==> src/rtl/dma_bus_arbiter_pkg.sv <==
// Shared types for the DMA bus arbiter: FSM state encoding and watchdog counter width.
package dma_bus_arbiter_pkg;

    typedef enum logic [1:0] {
        IDLE       = 2'd0,
        WAIT_BEGIN = 2'd1,
        ACTIVE     = 2'd2,
        RELEASE    = 2'd3
    } arb_state_e;

    localparam int TIMEOUT_W = 16;

endpackage

==> src/rtl/dma_bus_arbiter_picker.sv <==
// Combinational round-robin picker: first requester above lastGrant, wrapping modulo N.
module rr_priority_picker
    import dma_bus_arbiter_pkg::*;
#(
    parameter  int NR_OF_MASTERS = 4,
    localparam int IDX_W         = $clog2(NR_OF_MASTERS)
) (
    input  logic [NR_OF_MASTERS-1:0] request,
    input  logic [IDX_W-1:0]         lastGrant,
    output logic [IDX_W-1:0]         winnerIndex,
    output logic                     anyRequest
);

    logic found;

    // lastGrant itself is visited last, so a repeat owner only wins when alone.
    always_comb begin
        winnerIndex = lastGrant;
        found       = 1'b0;
        for (int i = 1; i <= NR_OF_MASTERS; i++) begin
            if (!found && request[IDX_W'((int'(lastGrant) + i) % NR_OF_MASTERS)]) begin
                winnerIndex = IDX_W'((int'(lastGrant) + i) % NR_OF_MASTERS);
                found       = 1'b1;
            end
        end
        anyRequest = |request;
    end

endmodule

==> src/rtl/dma_bus_arbiter.sv <==
// Round-robin owner FSM for the shared system bus; optional hang watchdog
// enabled by defining DMA_BUS_ARBITER_TIMEOUT_EN.
module dma_bus_arbiter
    import dma_bus_arbiter_pkg::*;
#(
    parameter  int NR_OF_MASTERS  = 4,
    parameter  int TIMEOUT_CYCLES = 1024,
    localparam int IDX_W          = $clog2(NR_OF_MASTERS)
) (
    input  logic                     clock,
    input  logic                     reset,
    input  logic [NR_OF_MASTERS-1:0] request,
    output logic [NR_OF_MASTERS-1:0] grant,
    output logic [IDX_W-1:0]         grantedIndex,
    output logic                     busOwned,
    input  logic                     beginTransactionIn,
    input  logic                     endTransactionIn,
    input  logic                     busErrorIn,
    output logic                     endTransactionOut,
    output logic                     busErrorOut
);

    if (NR_OF_MASTERS < 2 || NR_OF_MASTERS > 16 || TIMEOUT_CYCLES < 2 || TIMEOUT_CYCLES > 65536) begin : g_bad_params
        $error("dma_bus_arbiter: parameter out of range");
    end

    arb_state_e       state;
    logic [IDX_W-1:0] last_grant;
    logic [IDX_W-1:0] winner;
    logic             any_request;
    logic             hung;
    logic             abort_pulse;

    // A bus error only matters together with the end strobe, which alone already releases.
    logic unused_bus_error;
    assign unused_bus_error = busErrorIn;

    rr_priority_picker #(.NR_OF_MASTERS(NR_OF_MASTERS)) u_picker (
        .request     (request),
        .lastGrant   (last_grant),
        .winnerIndex (winner),
        .anyRequest  (any_request)
    );

`ifdef DMA_BUS_ARBITER_TIMEOUT_EN
    localparam logic [TIMEOUT_W-1:0] LAST_COUNT = TIMEOUT_W'(TIMEOUT_CYCLES - 1);

    logic [TIMEOUT_W-1:0] wd_count;

    // Held at zero in IDLE, so it starts from zero on every grant.
    always_ff @(posedge clock) begin
        if (reset || state == IDLE) begin
            wd_count <= '0;
        end else if (state == WAIT_BEGIN || state == ACTIVE) begin
            wd_count <= wd_count + TIMEOUT_W'(1);
        end
    end

    assign hung = (state == WAIT_BEGIN || state == ACTIVE) && (wd_count == LAST_COUNT);
`else
    assign hung = 1'b0;
`endif

    always_ff @(posedge clock) begin
        if (reset) begin
            state        <= IDLE;
            grant        <= '0;
            busOwned     <= 1'b0;
            grantedIndex <= '0;
            last_grant   <= IDX_W'(NR_OF_MASTERS - 1);
            abort_pulse  <= 1'b0;
        end else begin
            grant       <= '0;
            abort_pulse <= 1'b0;
            case (state)
                IDLE: begin
                    if (any_request) begin
                        last_grant   <= winner;
                        grantedIndex <= winner;
                        grant        <= NR_OF_MASTERS'(1) << winner;
                        busOwned     <= 1'b1;
                        state        <= WAIT_BEGIN;
                    end
                end
                WAIT_BEGIN: begin
                    if (!request[grantedIndex]) begin
                        busOwned <= 1'b0;
                        state    <= RELEASE;
                    end else if (hung) begin
                        busOwned    <= 1'b0;
                        abort_pulse <= 1'b1;
                        state       <= RELEASE;
                    end else if (beginTransactionIn) begin
                        state <= ACTIVE;
                    end
                end
                ACTIVE: begin
                    // A slave end on the timeout cycle wins over the watchdog.
                    if (endTransactionIn) begin
                        busOwned <= 1'b0;
                        state    <= RELEASE;
                    end else if (hung) begin
                        busOwned    <= 1'b0;
                        abort_pulse <= 1'b1;
                        state       <= RELEASE;
                    end
                end
                RELEASE: state <= IDLE;
                default: state <= IDLE;
            endcase
        end
    end

    assign endTransactionOut = abort_pulse;
    assign busErrorOut       = abort_pulse;

endmodule

==> config.mk <==
export PLATFORM = sky130hd
export DESIGN_NAME = dma_bus_arbiter
export DESIGN_NICKNAME = d
export VERILOG_FILES = /design/src/rtl/dma_bus_arbiter_pkg.sv /design/src/rtl/dma_bus_arbiter_picker.sv /design/src/rtl/dma_bus_arbiter.sv
export SDC_FILE = /design/constraint.sdc
export NUM_CORES = 1
export LEC_CHECK = 0
export CAP_MARGIN = 10
export CORE_MARGIN = 2
export CORE_UTILIZATION = 45
export DETAILED_ROUTE_END_ITERATION = 16
export GPL_ROUTABILITY_DRIVEN = 0
export PLACE_DENSITY = 0.76
export SLEW_MARGIN = 30
export SYNTH_ARGS = -nofsm -noshare
export SYNTH_HDL_FRONTEND = slang
export SYNTH_SLANG_ARGS = --single-unit
export TNS_END_PERCENT = 5
==> constraint.sdc <==
create_clock -name clock -period 4.7 [get_ports clock]
set_clock_uncertainty 0.1 [all_clocks]
set_input_delay 0.94 -clock clock [delete_from_list [all_inputs] [get_ports clock]]
set_output_delay 0.94 -clock clock [all_outputs]
set_load 0.01 [all_outputs]
==> results of run 1 <==
through the flow:
step	hold slack, ns	utilization [%]	power, uW	instance area (um2)
floorplan	0.384	-	346	649
global placement	0.400	59.9	417	790
detailed placement	0.418	59.9	424	790
CTS	0.426	61.9	487	816
global route	0.471	61.9	531	816
finish	0.425	61.9	483	816
Yosys cell counts (2+ instances only):
| library cell | number | share of area [%] |
|---|---|---|
| dfxtp_1 | 11 | 34 |
| nor2_1 | 7 | 4.1 |
| inv_1 | 5 | 2.9 |
| a21oi_1 | 4 | 3.1 |
| nand2b_1 | 4 | 3.9 |
| nor4_1 | 4 | 3.9 |
| ha_1 | 3 | 5.8 |
| mux2i_1 | 3 | 4.7 |
| nor3_1 | 3 | 2.3 |
| a211oi_2 | 2 | 3.9 |
| and3b_1 | 2 | 2.7 |
| buf_4 | 2 | 2.3 |
| nor2b_1 | 2 | 1.9 |
| o21ai_0 | 2 | 1.6 |
| or3_1 | 2 | 1.9 |
tightest hold or removal path, cell delays in order (launching register included):
cell	delay (ns)
dfxtp_1	0.34
o21ai_0	0.08
a21oi_1	0.06
layer usage:
metal  GRT usage, %  vias up  share of wire [%]
li1               -      290                  -
met1           21.2      243                 49
met2           21.9       14                 44
met3           3.48        4                5.4
met4           7.74        0                1.8
met5              0        -                  0
cell families (layout without fill, tap and decap cells):
logic type / Yosys count / count (layout) / share of synthesized area (%)
other: 1 / 2 / 0.581
AOI/OAI and AO/OA: 14 / 14 / 15.7
adders and majority gates: 3 / 3 / 5.81
DFF: 11 / 11 / 34.1
muxes: 5 / 5 / 9.88
and+or+nand+nor: 30 / 30 / 28.1
buffers and inverters: 8 / 23 / 5.81
layout make-up:
class / count / area [um2] / area share, %
clock buffer: 4 / 26.3 / 3.22
inverter: 5 / 18.8 / 2.30
multi-input combinational: 54 / 392 / 48.0
timing repair buffer: 14 / 140 / 17.2
tap: 15 / 18.8 / 2.30
sequential: 11 / 220 / 27.0
registers in the layout (all words and copies together) (netlist names):
register,cells
busOwned,1
grant,4
grantedIndex,2
last_grant,2
state,2
how the worst min path moves through the flow:
stage                        start  slack [ns]  endpoint
after floorplan           state[1]        0.38  state[1]
after global placement    state[1]        0.40  state[1]
after detailed placement  state[1]        0.42  state[1]
after CTS                 state[1]        0.43  state[1]
after global routing      state[1]        0.47  state[1]
final                     state[1]        0.43  state[1]
power breakdown:
part / internal, uW / switching (uW) / leakage (uW)
sequential: 129 / 34.0 / 0.0000908
clock: 32.8 / 28.6 / 0.0000150
combinational: 138 / 122 / 0.000234
==> flow_summary.yaml, run 1 <==
critical_path:
  critPathLaunch: "request[3]"
  worstPathMaxFanout: 7
  rrSetupSlack_ns: 2.84
  end_kind: "register"
  worstSetupEndpoint: "busOwned"
  rr_endpoint: "state[0]"
  path_cells: "clkdlybuf4s50_1 > mux4_2 > a211oi_2 > mux2_2"
  ff2ff_path_depth: 6
  cp_data_required_time_ns: 4.75
  cp.depth: 4
  crit_type: "input pin to register"
  critPathSlowestCell: "mux4_2"
  critical_path.top_delay_family: "multiplexers"
  arrival_ns: 2.62
  start_kind: "input pin"
  worstReg2RegStart: "state[1]"
  path_buf_inv: 1
  max_stage_delay_ns: 0.54
timing:
  setup_violations: 0
  fin_setup_tns_ns: 0
  relSlewSlack_pct: 58.1
  worstMarginPinSlew_ns: 0.623
  fin_crit_sh_pct: 54.7
  post-route-min-period_ns: 2.57
  rsz0062_at_grt: "false"
  fin_ws_ns: 2.13
  hold_violations: 0
  max_freq_mhz: 389
  slew_violations: 0
yosys:
  synth_cell_types: 31
  synth_edf_count: 0
  async_reset_ff_share_pct: 0
  yosys_warnings: 0
  synth-seq-cells: 11
  seq_area_frac_synth_pct: 34.1
  syn_area_per_cell_um2: 8.97
  synth_top_flop_cell: "dfxtp_1"
  syn_area_um2: 646
  synth_cells: 72
placed_design:
  dp_hpwl_um: 934
  io_buffers: 14
  placedCellCount: 99
  dp_slack_ns: 1.85
routing:
  num_vias: 551
  first_pass_iters: 2
  ant_nets: 0
  drt_iter0_markers: 3
  wl_per_cell_um: 11.6
  wirelength_um: 1200
  vias_per_cell: 5.35
  drc: 0
global_routing:
  track_usage_pct: 15.3
  grt_pass1_wl_um: 2070
  antenna_found_initial: 0
  grt_pass1_vias: 496
  grt_max_degree: 12
  grt_overflow_total: 0
cts:
  cts_tree: "built"
  cts_hold_buf: 0
  numCtsBuffers: 3
  clk_path_buf_depth: 2
  post-cts-setup-buffer-count: 0
  clock_latency_ns: 0.26
  clkTransAtPathRegs_ns: 0.06
  clock-root-buffer: "clkbuf_4"
  cts_resized: 0
  cts.sinks: 11
  cts_max_level: 1
hold_path:
  whs_path_depth: 2
  holdCritPathClass: "register to register"
die:
  initial_utilization_pct: 49.0
  die_h_um: 41.9
  core_area_mm2: 0.00132
  num_rows: 13
  die_area_mm2: 0.00175
  ios: 18
  chipWidth_um: 41.9
final_layout:
  n_antenna_cell: 0
  final_cell_mix: "clkdlybuf4s50_1, dfxtp_1, nor2_1, inv_1"
  final_nets: 101
  drive_above_1_share_pct: 9.09
  fin_cells: 103
  nFillCells: 120
  layout_commonest_cell: "clkdlybuf4s50_1"
  synthToLayoutAreaGrowth_pct: 26.4
power:
  ir_worst_vdd_v: 0.000279
  leakage_uw: 0.000340
  powerDensity_mw_per_mm2: 592
outcome:
  status: "complete, no violations"
flow_run:
  drv_cap: 0
No activity file was read; power rests on OpenSTA's default activity.
==> run 2: changes to the inputs <==
Settings changed: CORE_UTILIZATION 45 to 41, PLACE_DENSITY 0.76 to 0.73.
Clock period 4.7 ns to 2.1 ns, I/O delays scaled along.
==> run 2 against run 1 <==
Net effect: clock power is 130% higher; worst setup slack worse by 2.0 ns; sequential power is 120% higher; critical endpoint unchanged.
==> flow_summary.yaml, run 2 (synthesis gave the netlist of run 1 again) <==
outcome:
  status: "complete, no violations"
cts:
  cts_resized: 0
  cts_max_level: 1
  clk_path_buf_depth: 2
  post-cts-setup-buffer-count: 0
  cts.sinks: 11
  cts_tree: "built"
  clock_latency_ns: 0.26
  cts_hold_buf: 0
  clock-root-buffer: "clkbuf_4"
  numCtsBuffers: 3
  clkTransAtPathRegs_ns: 0.06
timing:
  fin_crit_sh_pct: 93.8
  post-route-min-period_ns: 1.97
  max_freq_mhz: 507
  fin_ws_ns: 0.129
  hold_violations: 0
  worstMarginPinSlew_ns: 0.615
  relSlewSlack_pct: 58.7
  rsz0062_at_grt: "false"
  setup_violations: 0
  whs_ns: 0.434
  slew_violations: 0
routing:
  first_pass_iters: 4
  num_vias: 608
  drt_iter0_markers: 14
  drc: 0
  wirelength_um: 1360
  vias_per_cell: 5.43
  ant_nets: 0
  wl_per_cell_um: 12.2
final_layout:
  drive_above_1_share_pct: 16.7
  final_nets: 109
  layout_commonest_cell: "clkdlybuf4s50_1"
  n_antenna_cell: 0
  largest_reg_flops: 4
  synthToLayoutAreaGrowth_pct: 35.9
  final_cell_mix: "clkdlybuf4s50_1, dfxtp_1, buf_4, nor2_1, inv_1"
  top_register: "grant"
  nFillCells: 138
flow_run:
  drv_cap: 0
global_routing:
  grt_pass1_wl_um: 2330
  antenna_found_initial: 0
  grt_pass1_vias: 597
  grt_max_degree: 12
  track_usage_pct: 17.0
  grt_overflow_total: 0
power:
  ir_worst_vdd_v: 0.000593
  powerDensity_mw_per_mm2: 1290
  leakage_uw: 0.000380
critical_path:
  end_kind: "register"
  start_kind: "input pin"
  crit_type: "input pin to register"
  arrival_ns: 2.03
  cp_data_required_time_ns: 2.16
  worstPathMaxFanout: 4
die:
  die_h_um: 43.7
  core_area_mm2: 0.00149
  die_area_mm2: 0.00191
  initial_utilization_pct: 43.4
  chipWidth_um: 43.7
  num_rows: 14
  ios: 18
placed_design:
  dp_hpwl_um: 1030
  io_buffers: 14
  dp_slack_ns: -0.128
hold_path:
  holdCritPathClass: "register to register"
[run 2: path summary, 6_finish.rpt]
check / start / endpoint / slack (ns) / cells after the start
setup reg to reg: state[1] / state[0] / 0.25 / 6
hold reg to reg: state[1] / state[1] / 0.43 / 2
setup / recovery: request[0] / busOwned / 0.13 / 4
hold / removal: state[1] / state[1] / 0.43 / 2
[run 2: routing by layer]
metal	global-route usage [%]	share of wire (%)
met1	20.0	46
met2	25.6	44
met3	3.33	6.5
met4	15.8	3.2
met5	0	0
[run 2: final cells by class]
cell class / instances / area, um2 / share of cell area (%)
Tap cell: 16 / 20.0 / 2.28
Timing Repair Buffer: 22 / 200 / 22.8
Clock buffer: 4 / 26.3 / 3.00
Sequential cell: 11 / 220 / 25.1
Inverter: 5 / 18.8 / 2.14
Multi-Input combinational cell: 54 / 392 / 44.7
[run 2: critical path, stage by stage]
cell             delay [ns]
clkdlybuf4s50_1        0.48
mux4_2                 0.51
a211oi_2               0.26
mux2_2                 0.35
[run 2: metrics by stage]
| step | util (%) | power, uW | cells | instance area [um2] | TNS, ns |
|---|---|---|---|---|---|
| 2_1_floorplan | - | 775 | 73 | 649 | 0 |
| 3_3_place_gp | 57.1 | 974 | 108 | 851 | -0.256 |
| 3_5_place_dp | 57.1 | 994 | 108 | 851 | -0.314 |
| 4_1_cts | 58.9 | 1140 | 112 | 877 | 0 |
| 5_1_grt | 58.9 | 1230 | 112 | 877 | 0 |
| 6_report | 58.9 | 1130 | 112 | 877 | 0 |
[run 2: report_power, final]
group	switching (uW)	internal, uW	total (uW)	leakage [uW]
registers	63.3	288	351	0.0000908
logic	298	343	640	0.000274
clock network	67.8	73.5	141	0.0000150
